===== config.mk =====
export PLATFORM = sky130hd
export DESIGN_NAME = exec_fpu
export DESIGN_NICKNAME = d
export VERILOG_FILES = /design/src/rtl/exec_fpu_pkg.sv /design/src/rtl/fp_lzc.sv /design/src/rtl/exec_fpu.sv
export SDC_FILE = /design/constraint.sdc
export NUM_CORES = 1
export LEC_CHECK = 0
export CAP_MARGIN = 20
export CORE_MARGIN = 5
export CORE_UTILIZATION = 40
export DETAILED_ROUTE_END_ITERATION = 10
export SETUP_SLACK_MARGIN = 0.1
export SYNTH_ARGS = -nofsm -noshare
export SYNTH_HDL_FRONTEND = slang
export SYNTH_HIERARCHICAL = 1
export SYNTH_SLANG_ARGS = --single-unit

===== constraint.sdc =====
create_clock -name clk -period 8.34 [get_ports clk]
set_input_delay 1.668 -clock clk [delete_from_list [all_inputs] [get_ports clk]]
set_output_delay 1.668 -clock clk [all_outputs]
set_load 0.005 [all_outputs]

===== src/rtl/exec_fpu_pkg.sv =====
// Shared constants, packed execute-instruction layout and FSM encoding for the EXEC_FPU slot.
package exec_fpu_pkg;
  localparam int D_SIZE      = 32;
  localparam int REG_A_SIZE  = 3;
  localparam int OPCODE_SIZE = 7;
  localparam int OP0_SIZE    = REG_A_SIZE + 1;
  localparam int I_EXEC_SIZE = OPCODE_SIZE + OP0_SIZE + 2 * D_SIZE;

  localparam logic [OPCODE_SIZE-1:0] NOP  = 7'h00;
  localparam logic [OPCODE_SIZE-1:0] ADDF = 7'h21;
  localparam logic [OPCODE_SIZE-1:0] SUBF = 7'h22;

  localparam int FP_EXP_W = 8;
  localparam int FP_MAN_W = 23;
  localparam int FP_BIAS  = 127;
  localparam logic [31:0] FP_QNAN = 32'h7FC00000;
  localparam logic [31:0] FP_PINF = 32'h7F800000;

  localparam logic [I_EXEC_SIZE-1:0] NOP_INSTR = {NOP, {(I_EXEC_SIZE - OPCODE_SIZE){1'b0}}};

  typedef struct packed {
    logic [OPCODE_SIZE-1:0] opcode;
    logic [OP0_SIZE-1:0]    op0;
    logic [D_SIZE-1:0]      dat1;
    logic [D_SIZE-1:0]      dat2;
  } execInstr_t;

  typedef enum logic [2:0] {
    FPU_IDLE   = 3'd0,
    FPU_ALIGN  = 3'd1,
    FPU_ADDSUB = 3'd2,
    FPU_NORM   = 3'd3,
    FPU_ROUND  = 3'd4,
    FPU_DONE   = 3'd5
  } fpuState_e;

  function automatic logic isFpOpcode(input logic [OPCODE_SIZE-1:0] opc);
    return (opc == ADDF) || (opc == SUBF);
  endfunction
endpackage


===== src/rtl/fp_lzc.sv =====
// Combinational leading-zero counter over a 27-bit mantissa; an all-zero input reports 27.
module fp_lzc (
  input  logic [26:0] value_i,
  output logic [4:0]  count_o
);

  // Scanning upward lets the highest set bit win.
  always_comb begin
    count_o = 5'd27;
    for (int i = 0; i <= 26; i++) begin
      if (value_i[i]) begin
        count_o = 5'(26 - i);
      end
    end
  end

endmodule


===== src/rtl/exec_fpu.sv =====
// Multi-cycle binary32 adder/subtractor: ALIGN, ADDSUB, NORM and ROUND each take one cycle,
// then the result is held in DONE until write_back consumes it.
module exec_fpu
  import exec_fpu_pkg::*;
(
  input  logic                   clk,
  input  logic                   rst,
  input  logic [I_EXEC_SIZE-1:0] instruction_in,
  input  logic                   backpressure_write_back,
  output logic [I_EXEC_SIZE-1:0] instruction_out_floating_point,
  output logic                   backpressure_exec_fpu
);

  fpuState_e              state_q, state_d;
  logic [OPCODE_SIZE-1:0] opcode_q, opcode_d;
  logic [OP0_SIZE-1:0]    op0_q, op0_d;
  logic [31:0]            opA_q, opA_d, opB_q, opB_d;
  logic                   sign_q, sign_d;
  logic                   effSub_q, effSub_d;
  logic [9:0]             exp_q, exp_d;
  logic [26:0]            manX_q, manX_d, manY_q, manY_d;
  logic [27:0]            sum_q, sum_d;
  logic                   special_q, special_d;
  logic [31:0]            specVal_q, specVal_d;
  logic [I_EXEC_SIZE-1:0] out_q, out_d;

  execInstr_t  instrIn;
  logic [4:0]  lzCount;

  logic        isSub, signA, signB, zeroA, zeroB, nanA, nanB, infA, infB, swap, bigSign;
  logic [7:0]  expA, expB, expDiff;
  logic [30:0] magA, magB, bigMag, smallMag;
  logic [4:0]  shamt;
  logic [26:0] manBig, manSmall, shifted, lostMask, manAligned;
  logic        alignSpecial;
  logic [31:0] alignSpecVal;

  logic        roundUp;
  logic [24:0] mantR;
  logic [9:0]  expR;
  logic [31:0] roundResult;

  assign instrIn = instruction_in;

  fp_lzc u_lzc (
    .value_i (sum_q[26:0]),
    .count_o (lzCount)
  );

  // Unpack, flush subnormals, order by magnitude and pre-shift the smaller mantissa with sticky.
  always_comb begin
    isSub    = (opcode_q == SUBF);
    signA    = opA_q[31];
    signB    = opB_q[31] ^ isSub;
    expA     = opA_q[FP_MAN_W +: FP_EXP_W];
    expB     = opB_q[FP_MAN_W +: FP_EXP_W];
    zeroA    = (expA == 8'h00);
    zeroB    = (expB == 8'h00);
    nanA     = (expA == 8'hFF) && (opA_q[FP_MAN_W-1:0] != '0);
    nanB     = (expB == 8'hFF) && (opB_q[FP_MAN_W-1:0] != '0);
    infA     = (expA == 8'hFF) && (opA_q[FP_MAN_W-1:0] == '0);
    infB     = (expB == 8'hFF) && (opB_q[FP_MAN_W-1:0] == '0);
    magA     = zeroA ? '0 : opA_q[30:0];
    magB     = zeroB ? '0 : opB_q[30:0];
    swap     = (magB > magA);
    bigMag   = swap ? magB : magA;
    smallMag = swap ? magA : magB;
    bigSign  = swap ? signB : signA;
    expDiff  = bigMag[30:23] - smallMag[30:23];
    shamt    = (expDiff > 8'd26) ? 5'd26 : expDiff[4:0];
    manBig   = {1'b1, bigMag[22:0], 3'b000};
    manSmall = (smallMag == '0) ? '0 : {1'b1, smallMag[22:0], 3'b000};
    shifted  = manSmall >> shamt;
    lostMask = ~({27{1'b1}} << shamt);
    manAligned = {shifted[26:1], shifted[0] | (|(manSmall & lostMask))};

    alignSpecial = 1'b1;
    alignSpecVal = '0;
    if (nanA || nanB) begin
      alignSpecVal = FP_QNAN;
    end else if (infA && infB && (signA != signB)) begin
      alignSpecVal = FP_QNAN;
    end else if (infA) begin
      alignSpecVal = {signA, FP_PINF[30:0]};
    end else if (infB) begin
      alignSpecVal = {signB, FP_PINF[30:0]};
    end else if (zeroA && zeroB) begin
      alignSpecVal = {signA & signB, 31'd0};
    end else begin
      alignSpecial = 1'b0;
    end
  end

  // Round-to-nearest-even on the G/R/S bits below the 24-bit mantissa.
  always_comb begin
    roundUp = manX_q[2] & (manX_q[1] | manX_q[0] | manX_q[3]);
    mantR   = {1'b0, manX_q[26:3]} + {24'd0, roundUp};
    expR    = exp_q + {9'd0, mantR[24]};
    if (special_q) begin
      roundResult = specVal_q;
    end else if (expR >= 10'd255) begin
      roundResult = {sign_q, FP_PINF[30:0]};
    end else if (mantR[24]) begin
      roundResult = {sign_q, expR[7:0], mantR[23:1]};
    end else begin
      roundResult = {sign_q, expR[7:0], mantR[22:0]};
    end
  end

  always_comb begin
    state_d   = state_q;
    opcode_d  = opcode_q;
    op0_d     = op0_q;
    opA_d     = opA_q;
    opB_d     = opB_q;
    sign_d    = sign_q;
    effSub_d  = effSub_q;
    exp_d     = exp_q;
    manX_d    = manX_q;
    manY_d    = manY_q;
    sum_d     = sum_q;
    special_d = special_q;
    specVal_d = specVal_q;
    out_d     = out_q;

    case (state_q)
      FPU_IDLE: begin
        if (isFpOpcode(instrIn.opcode)) begin
          state_d  = FPU_ALIGN;
          opcode_d = instrIn.opcode;
          op0_d    = instrIn.op0;
          opA_d    = instrIn.dat1;
          opB_d    = instrIn.dat2;
        end
      end
      FPU_ALIGN: begin
        state_d   = FPU_ADDSUB;
        sign_d    = bigSign;
        effSub_d  = signA ^ signB;
        exp_d     = {2'b00, bigMag[30:23]};
        manX_d    = manBig;
        manY_d    = manAligned;
        special_d = alignSpecial;
        specVal_d = alignSpecVal;
      end
      FPU_ADDSUB: begin
        state_d = FPU_NORM;
        sum_d   = effSub_q ? ({1'b0, manX_q} - {1'b0, manY_q})
                           : ({1'b0, manX_q} + {1'b0, manY_q});
      end
      FPU_NORM: begin
        state_d = FPU_ROUND;
        // A zero or underflowed result overrides the datapath, but never an earlier special.
        if (sum_q[27]) begin
          manX_d = {sum_q[27:2], sum_q[1] | sum_q[0]};
          exp_d  = exp_q + 10'd1;
        end else if (sum_q[26:0] == '0) begin
          if (!special_q) begin
            special_d = 1'b1;
            specVal_d = '0;
          end
        end else begin
          manX_d = sum_q[26:0] << lzCount;
          exp_d  = exp_q - {5'd0, lzCount};
          if (!special_q && (exp_q <= {5'd0, lzCount})) begin
            special_d = 1'b1;
            specVal_d = {sign_q, 31'd0};
          end
        end
      end
      FPU_ROUND: begin
        state_d = FPU_DONE;
        out_d   = {opcode_q, op0_q, 32'd0, roundResult};
      end
      FPU_DONE: begin
        if (backpressure_write_back) begin
          state_d = FPU_IDLE;
          out_d   = NOP_INSTR;
        end
      end
      default: begin
        state_d = FPU_IDLE;
        out_d   = NOP_INSTR;
      end
    endcase
  end

  always_ff @(posedge clk) begin
    if (!rst) begin
      state_q <= FPU_IDLE;
      out_q   <= NOP_INSTR;
    end else begin
      state_q <= state_d;
      out_q   <= out_d;
    end
  end

  // Datapath registers are only consumed after being written by an accepted op.
  always_ff @(posedge clk) begin
    opcode_q  <= opcode_d;
    op0_q     <= op0_d;
    opA_q     <= opA_d;
    opB_q     <= opB_d;
    sign_q    <= sign_d;
    effSub_q  <= effSub_d;
    exp_q     <= exp_d;
    manX_q    <= manX_d;
    manY_q    <= manY_d;
    sum_q     <= sum_d;
    special_q <= special_d;
    specVal_q <= specVal_d;
  end

  assign instruction_out_floating_point = out_q;
  assign backpressure_exec_fpu          = (state_q == FPU_IDLE);

endmodule

# [Word-level counts from Yosys, hierarchy flattened]
# Cells that the tools add are included.
[totals] input_bits=78 register_bits=280 output_inout_bits=76 elab_cells=153
[classes] shifts=3 eq_ne=17 n_bitwise=11 n_addsub=7 magnitude_cmp=4 n_mux=68 reduce_logical=29
[op_table] cell="32-bit 2-to-1 mux" n=10
[op_table] cell="75-bit case mux with 3 select lines" n=1
[op_table] cell="31-bit 2-to-1 mux" n=5
[op_table] cell="5-bit 2-to-1 mux" n=17
[op_table] cell="27-bit 2-to-1 mux" n=3
[op_table] cell="75-bit 2-to-1 mux" n=1
[op_table] cell="32-bit case mux with 2 select lines" n=1
[op_table] cell="27-bit case mux with 2 select lines" n=1
[op_table] cell="23-bit logical NOT" n=2
[op_table] cell="23-bit nonzero test" n=2
[op_table] cell="4-bit 2-to-1 mux" n=8
[op_table] cell="31-bit greater-than comparator" n=1
[op_table] cell="31-bit logical NOT" n=1
[op_table] cell="27-bit by 27-bit adder with 28-bit output" n=1
[op_table] cell="28-bit 2-to-1 mux" n=1
[op_table] cell="27-bit by 27-bit subtractor with 28-bit output" n=1
[op_table] cell="27-bit bitwise AND" n=1
[op_table] cell="27-bit logical NOT" n=1
[op_table] cell="27-bit inverter" n=1
[op_table] cell="27-bit OR reduction" n=1
[op_table] cell="27-bit by 5-bit << shifter with 27-bit output" n=1
[op_table] cell="27-bit by 5-bit << shifter with 27-bit output, first input constant" n=1
[op_table] cell="27-bit by 5-bit >> shifter with 27-bit output" n=1
[op_table] cell="24-bit by 1-bit adder with 25-bit output" n=1
[op_table] cell="38 further kinds" n=75

# [Longest topological paths before layout]
[logic_depth] depth_word=33 mapped_depth=33 depth_no_buf=27

# [Hierarchy]
# The synthesis kept the hierarchy.
[modules_own_cells] mod="exec_fpu" n_inst=1 cells_per_inst=1816 area_each_um2=16176.8 seq_area_each_um2=6115.9
[modules_own_cells] mod="fp_lzc" n_inst=1 cells_per_inst=51 area_each_um2=277.8 seq_area_each_um2=0.0

# [Worst setup path before layout]
# Ideal clock, no wire load.
[synth_timing] kind="register to register" from="register opB_q[25]" to="register manY_q[0], data pin" slack_ns=1.090 path_buffers=5 arrival_time_ns=6.972 required_ns=8.062 setup_time_ns=0.278 period_less_slack_ns=7.250 path_stages_with_launch=32 cell_sequence="edfxtp_1 nor4_1 nand3_1 clkbuf_1 and2_1 ha_1 and4_1 and4bb_4 nand2_1 nor3_4 nor3_2 nor2_1 clkbuf_1 buf_1 mux2i_1 ha_1 nand2_1 nand3_1 a21o_1 nand2_1 or4_1 and3_1 o211ai_1 o31ai_1 or2_1 buf_6 or3_1 buf_2 a221o_1 or4_4 a2111oi_4 o2111ai_1"
[synth_between] elab_chain_cells=12 elab_cells_between_ends=16 cone_classes="1 x add/sub; 2 x order compare; 2 x shift; 5 x mux; 3 x bitwise; 3 x reduce/logical"
[synth_lines] element="start, declared" line_no="exec_fpu.sv:17" rtl="logic [31:0] opA_q, opA_d, opB_q, opB_d;"
[synth_lines] element="start signal, assigned" line_no="exec_fpu.sv:203" rtl="opB_q <= opB_d;"
[synth_lines] element="8-bit logical NOT" line_no="exec_fpu.sv:58" rtl="zeroB = (expB == 8'h00);"
[synth_lines] element="31-bit 2-to-1 mux *" line_no="exec_fpu.sv:64" rtl="magB = zeroB ? '0 : opB_q[30:0];"
[synth_lines] element="31-bit greater-than comparator" line_no="exec_fpu.sv:65" rtl="swap = (magB > magA);"
[synth_lines] element="31-bit 2-to-1 mux (on tied branches)" line_no="exec_fpu.sv:66, exec_fpu.sv:67"
[synth_lines] element="8-bit subtractor" line_no="exec_fpu.sv:69" rtl="expDiff = bigMag[30:23] - smallMag[30:23];"
[synth_lines] element="8-bit by 5-bit greater-than comparator with 1-bit output" line_no="exec_fpu.sv:70" rtl="shamt = (expDiff > 8'd26) ? 5'd26 : expDiff[4:0];"
[synth_lines] element="5-bit 2-to-1 mux" line_no="exec_fpu.sv:70"
[synth_lines] element="27-bit by 5-bit << shifter with 27-bit output" line_no="exec_fpu.sv:74" rtl="lostMask = ~({27{1'b1}} << shamt);"
[synth_lines] element="27-bit inverter" line_no="exec_fpu.sv:74"
[synth_lines] element="27-bit bitwise AND" line_no="exec_fpu.sv:75" rtl="manAligned = {shifted[26:1], shifted[0] | (|(manSmall & lostMask))};"
[synth_lines] element="27-bit OR reduction" line_no="exec_fpu.sv:75"
[synth_lines] element="1-bit bitwise OR *" line_no="exec_fpu.sv:75"
[synth_lines] element="via manAligned[0]" line_no="exec_fpu.sv:34" rtl="logic [26:0] manBig, manSmall, shifted, lostMask, manAligned;"
[synth_lines] element="end signal, assigned" line_no="exec_fpu.sv:208" rtl="manY_q <= manY_d;"
[synth_lines] element="end, declared" line_no="exec_fpu.sv:21" rtl="logic [26:0] manX_q, manX_d, manY_q, manY_d;"
# The timed path passes the listed nets; every way through them passes the cells marked *.
# A chain may end at the register's enable or synchronous reset.

# [Worst setup path after layout]
[layout_timing] from="register opA_q[25]" to="register manY_q[0], data pin"
[layout_between] elab_chain_cells=12 elab_cells_between_ends=16 cone_classes="1 x add/sub; 2 x order compare; 2 x shift; 5 x mux; 3 x bitwise; 3 x reduce/logical"
[layout_lines] element="start, declared" line_no="exec_fpu.sv:17"
[layout_lines] element="start signal, assigned" line_no="exec_fpu.sv:202" rtl="opA_q <= opA_d;"
[layout_lines] element="8-bit logical NOT" line_no="exec_fpu.sv:57" rtl="zeroA = (expA == 8'h00);"
[layout_lines] element="31-bit 2-to-1 mux *" line_no="exec_fpu.sv:63" rtl="magA = zeroA ? '0 : opA_q[30:0];"
[layout_lines] element="31-bit greater-than comparator" line_no="exec_fpu.sv:65"
[layout_lines] element="31-bit 2-to-1 mux (on tied branches)" line_no="exec_fpu.sv:66, exec_fpu.sv:67"
[layout_lines] element="8-bit subtractor" line_no="exec_fpu.sv:69"
[layout_lines] element="8-bit by 5-bit greater-than comparator with 1-bit output" line_no="exec_fpu.sv:70"
[layout_lines] element="5-bit 2-to-1 mux" line_no="exec_fpu.sv:70"
[layout_lines] element="27-bit by 5-bit << shifter with 27-bit output" line_no="exec_fpu.sv:74"
[layout_lines] element="27-bit inverter" line_no="exec_fpu.sv:74"
[layout_lines] element="27-bit bitwise AND" line_no="exec_fpu.sv:75"
[layout_lines] element="27-bit OR reduction" line_no="exec_fpu.sv:75"
[layout_lines] element="1-bit bitwise OR *" line_no="exec_fpu.sv:75"
[layout_lines] element="via manAligned[0]" line_no="exec_fpu.sv:34"
# Marked as above.

==> results.ini <==
[synth]
ys.flop_type = edfxtp_1
ys_seq_area_share_pct = 37.2
synth.distinct_cells = 90
syn_avg_cell_area_um2 = 8.81
async_flop_share_pct = 0
netlist_area_mm2 = 0.0165
synth_edf_count = 173
synth_seq_cells = 219
synth_top_area_share_pct = 31.6
synth_area_leaders = edfxtp_1 (32%), dfxtp_1 (5.6%), ha_1 (5.3%)
synth_warnings = 6
synthCells = 1867
netlist.top_cell.by_area = edfxtp_1

[detailed_routing]
vias = 15300
drtIter0Drc = 1698
vias_per_cell = 6.11
detail_route.wl_per_cell_um = 22.6
finalWirelength_um = 56500
ant_nets = 0
drc = 0
dr.pass1.iters = 6

[power_and_ir_drop]
total_power_uw = 2640
p_leak_uw = 0.00660
power.density_mw_per_mm2 = 138
max-vdd-ir-drop_mv = 0.130

[floorplan]
fp.dieH_um = 213
row_count = 74
die_x_um = 213
die_area_mm2 = 0.0453
start_util_pct = 40.4
pin_count = 154
coreArea_mm2 = 0.0407

[timing]
finalCriticalPeriod_ps = 7610
worst_pin_slew_ps = 982
finalHoldWorstSlack_ps = 463
maxSlewViolCount = 0
fin_tns_setup_ps = 0
hold_viol_final = 0
finalCritPeriodShare_pct = 91.3
max_freq_ghz = 0.131
setup_violations = 0
rsz0062_at_grt = false
finClkSkew_ps = 25.5
slew_headroom_pct = 33.9

[clocking]
cts_root_buf = clkbuf_16
worstSkewPairLatency_ps = 570
clkTransAtPathRegs_ps = 60
cts.path.max_buffers = 3
cts_made_buffers = 26
cts_tree = built
clock_sinks = 219
htreeDepth = 1
cts_setup_buffers = 0

[worst_setup_path]
rr_worst_depth = 27
required_ps = 8640
end_kind = register
ff2ff_setup_slack_ps = 730
r2r-start = opA_q[25]$_DFFE_PP_
crit_path_end = manY_q[0]$_DFFE_PP_
worstSetupPathType = register to register
cp-start-kind = register
arrival_ps = 7910
crit_fanout = 16
r2r_end = manY_q[0]$_DFFE_PP_
cp-startpoint = opA_q[25]$_DFFE_PP_

[final_layout]
layout_common_cells = edfxtp_1 (173), nor2_1 (172), nand2_1 (152)
layout.nets = 2093
syn_to_final_growth_pct = 16.0
antennaDiodeCount = 0
n_fill_cell = 3929
drive_above_1_share_pct = 7.54
final_common_cell = edfxtp_1

[grt]
grt_max_degree = 66
grt_pass1_vias = 14400
grt-ovfl-total = 0
grt_pass1_wl_um = 85700
antenna_found_initial = 1
grt_usage_pct = 24.1

[worst_hold_path]
worstHoldPathType = register to register

[placed_design]
gp_congestion = 0.994
dp_hpwl_um = 43600
port_buffers = 121

[job]
cap_viol_max_count = 0

[status]
outcome = finished clean

==> area by class of cell <==
type | instances | area [um^2] | area share [%]
Tap cell | 532 | 666 | 3.49
Clock inverter | 21 | 305 | 1.60
Timing Repair Buffer | 158 | 1490 | 7.80
Sequential cell | 219 | 6120 | 32.1
Clock buffer | 27 | 654 | 3.43
Multi-Input combinational cell | 1482 | 9640 | 50.5
Inverter | 56 | 210 | 1.10
==> layer usage <==
| metal | vias up | share of wire [%] | GRT usage [%] |
|---|---|---|---|
| met1 | 7224 | 42 | 32.3 |
| met2 | 754 | 45 | 37.9 |
| li1 | 7102 | - | - |
| met3 | 171 | 8.0 | 4.60 |
| met5 | - | 0.021 | 0 |
| met4 | 2 | 5.6 | 11.1 |
==> through the flow <==
step,utilization (%),worst slack [ps],cells,instance area (um^2)
5_1_grt,46.8,139,2495,19100
2_1_floorplan,-,1090,1898,16600
3_5_place_dp,44.5,715,2447,18100
3_3_place_gp,44.5,905,2447,18100
4_1_cts,46.8,705,2495,19100
6_report,46.8,726,2495,19100
==> how the worst min path moves through the flow <==
| stage | start | to | slack, ps | depth (start not counted) |
|---|---|---|---|---|
| after floorplan | instruction_out_floating_point[10]$_SDFFE_PN0P_ | instruction_out_floating_point[10]$_SDFFE_PN0P_ | 460 | 2 |
| after global placement | instruction_out_floating_point[10]$_SDFFE_PN0P_ | instruction_out_floating_point[10]$_SDFFE_PN0P_ | 450 | 2 |
| after detailed placement | instruction_out_floating_point[6]$_SDFFE_PN0P_ | instruction_out_floating_point[6]$_SDFFE_PN0P_ | 460 | 2 |
| after CTS | instruction_out_floating_point[6]$_SDFFE_PN0P_ | instruction_out_floating_point[6]$_SDFFE_PN0P_ | 470 | 2 |
| after global routing | instruction_out_floating_point[18]$_SDFFE_PN0P_ | instruction_out_floating_point[18]$_SDFFE_PN0P_ | 500 | 2 |
| final | instruction_out_floating_point[6]$_SDFFE_PN0P_ | instruction_out_floating_point[6]$_SDFFE_PN0P_ | 460 | 2 |
==> Yosys cell counts, types with 34 or more instances <==
master / number
nor2_1: 175
edfxtp_1: 173
nand2_1: 152
a21oi_1: 145
o21ai_0: 112
clkbuf_1: 88
nand3_1: 86
ha_1: 70
xnor2_1: 67
inv_1: 53
nor2b_1: 51
nor3_1: 47
dfxtp_1: 46
a22oi_1: 40
nor4_1: 39
and2_1: 37
buf_4: 34
o211ai_1: 34
==> kinds of logic (layout without fill, tap and decap cells) <==
kind of cell / Yosys count / count (layout) / share of synthesized area [%]
xor+xnor: 89 / 89 / 4.74
compound gates: 531 / 531 / 21.0
mux: 53 / 53 / 4.56
other cells: 1 / 32 / 0.0228
buf+inv: 197 / 262 / 5.41
flops: 219 / 219 / 37.2
simple gates: 705 / 705 / 21.5
fa+ha+maj: 72 / 72 / 5.57
==> flip-flops by register name (all words and copies together) (netlist names) <==
| register | cells |
|---|---|
| sign_q | 1 |
| effSub_q | 1 |
| opcode_q | 7 |
| manY_q | 27 |
| opA_q | 32 |
| instruction_out_floating_point | 43 |
| exp_q | 10 |
| op0_q | 4 |
| opB_q | 32 |
| manX_q | 27 |
| specVal_q | 3 |
| sum_q | 28 |
| state_q | 3 |
| special_q | 1 |
==> timing repair <==
action                                  4_1_cts  5_1_grt
hold buffers                                  0        0
endpoints found under the setup margin        0        2
resized for setup                             0        1
==> report_power, final <==
part | leakage, uW | internal, uW | total, uW | switching (uW)
logic | 0.00423 | 83.4 | 181 | 97.7
clock network | 0.000452 | 767 | 1260 | 492
registers | 0.00192 | 1180 | 1200 | 15.4
==> critical path, stage by stage (launching register included) <==
cell	delay, ps
edfxtp_1	460
nor4_1	490
nand3_2	430
nand2_1	330
ha_1	310
a21oi_1	170
a21boi_1	110
o31ai_4	280
o2111ai_4	240
nor3_2	600
nor2_4	90
mux2i_1	170
ha_1	210
nand2_1	80
nand3_1	120
a21o_1	180
nand2_1	60
or4_1	400
and3_1	180
o211ai_1	80
o31ai_1	230
or3_1	630
nor2_1	200
buf_4	220
nor3_1	80
or4_4	560
a2111oi_4	280
o2111ai_1	140
No activity file was read; power rests on OpenSTA's default activity.
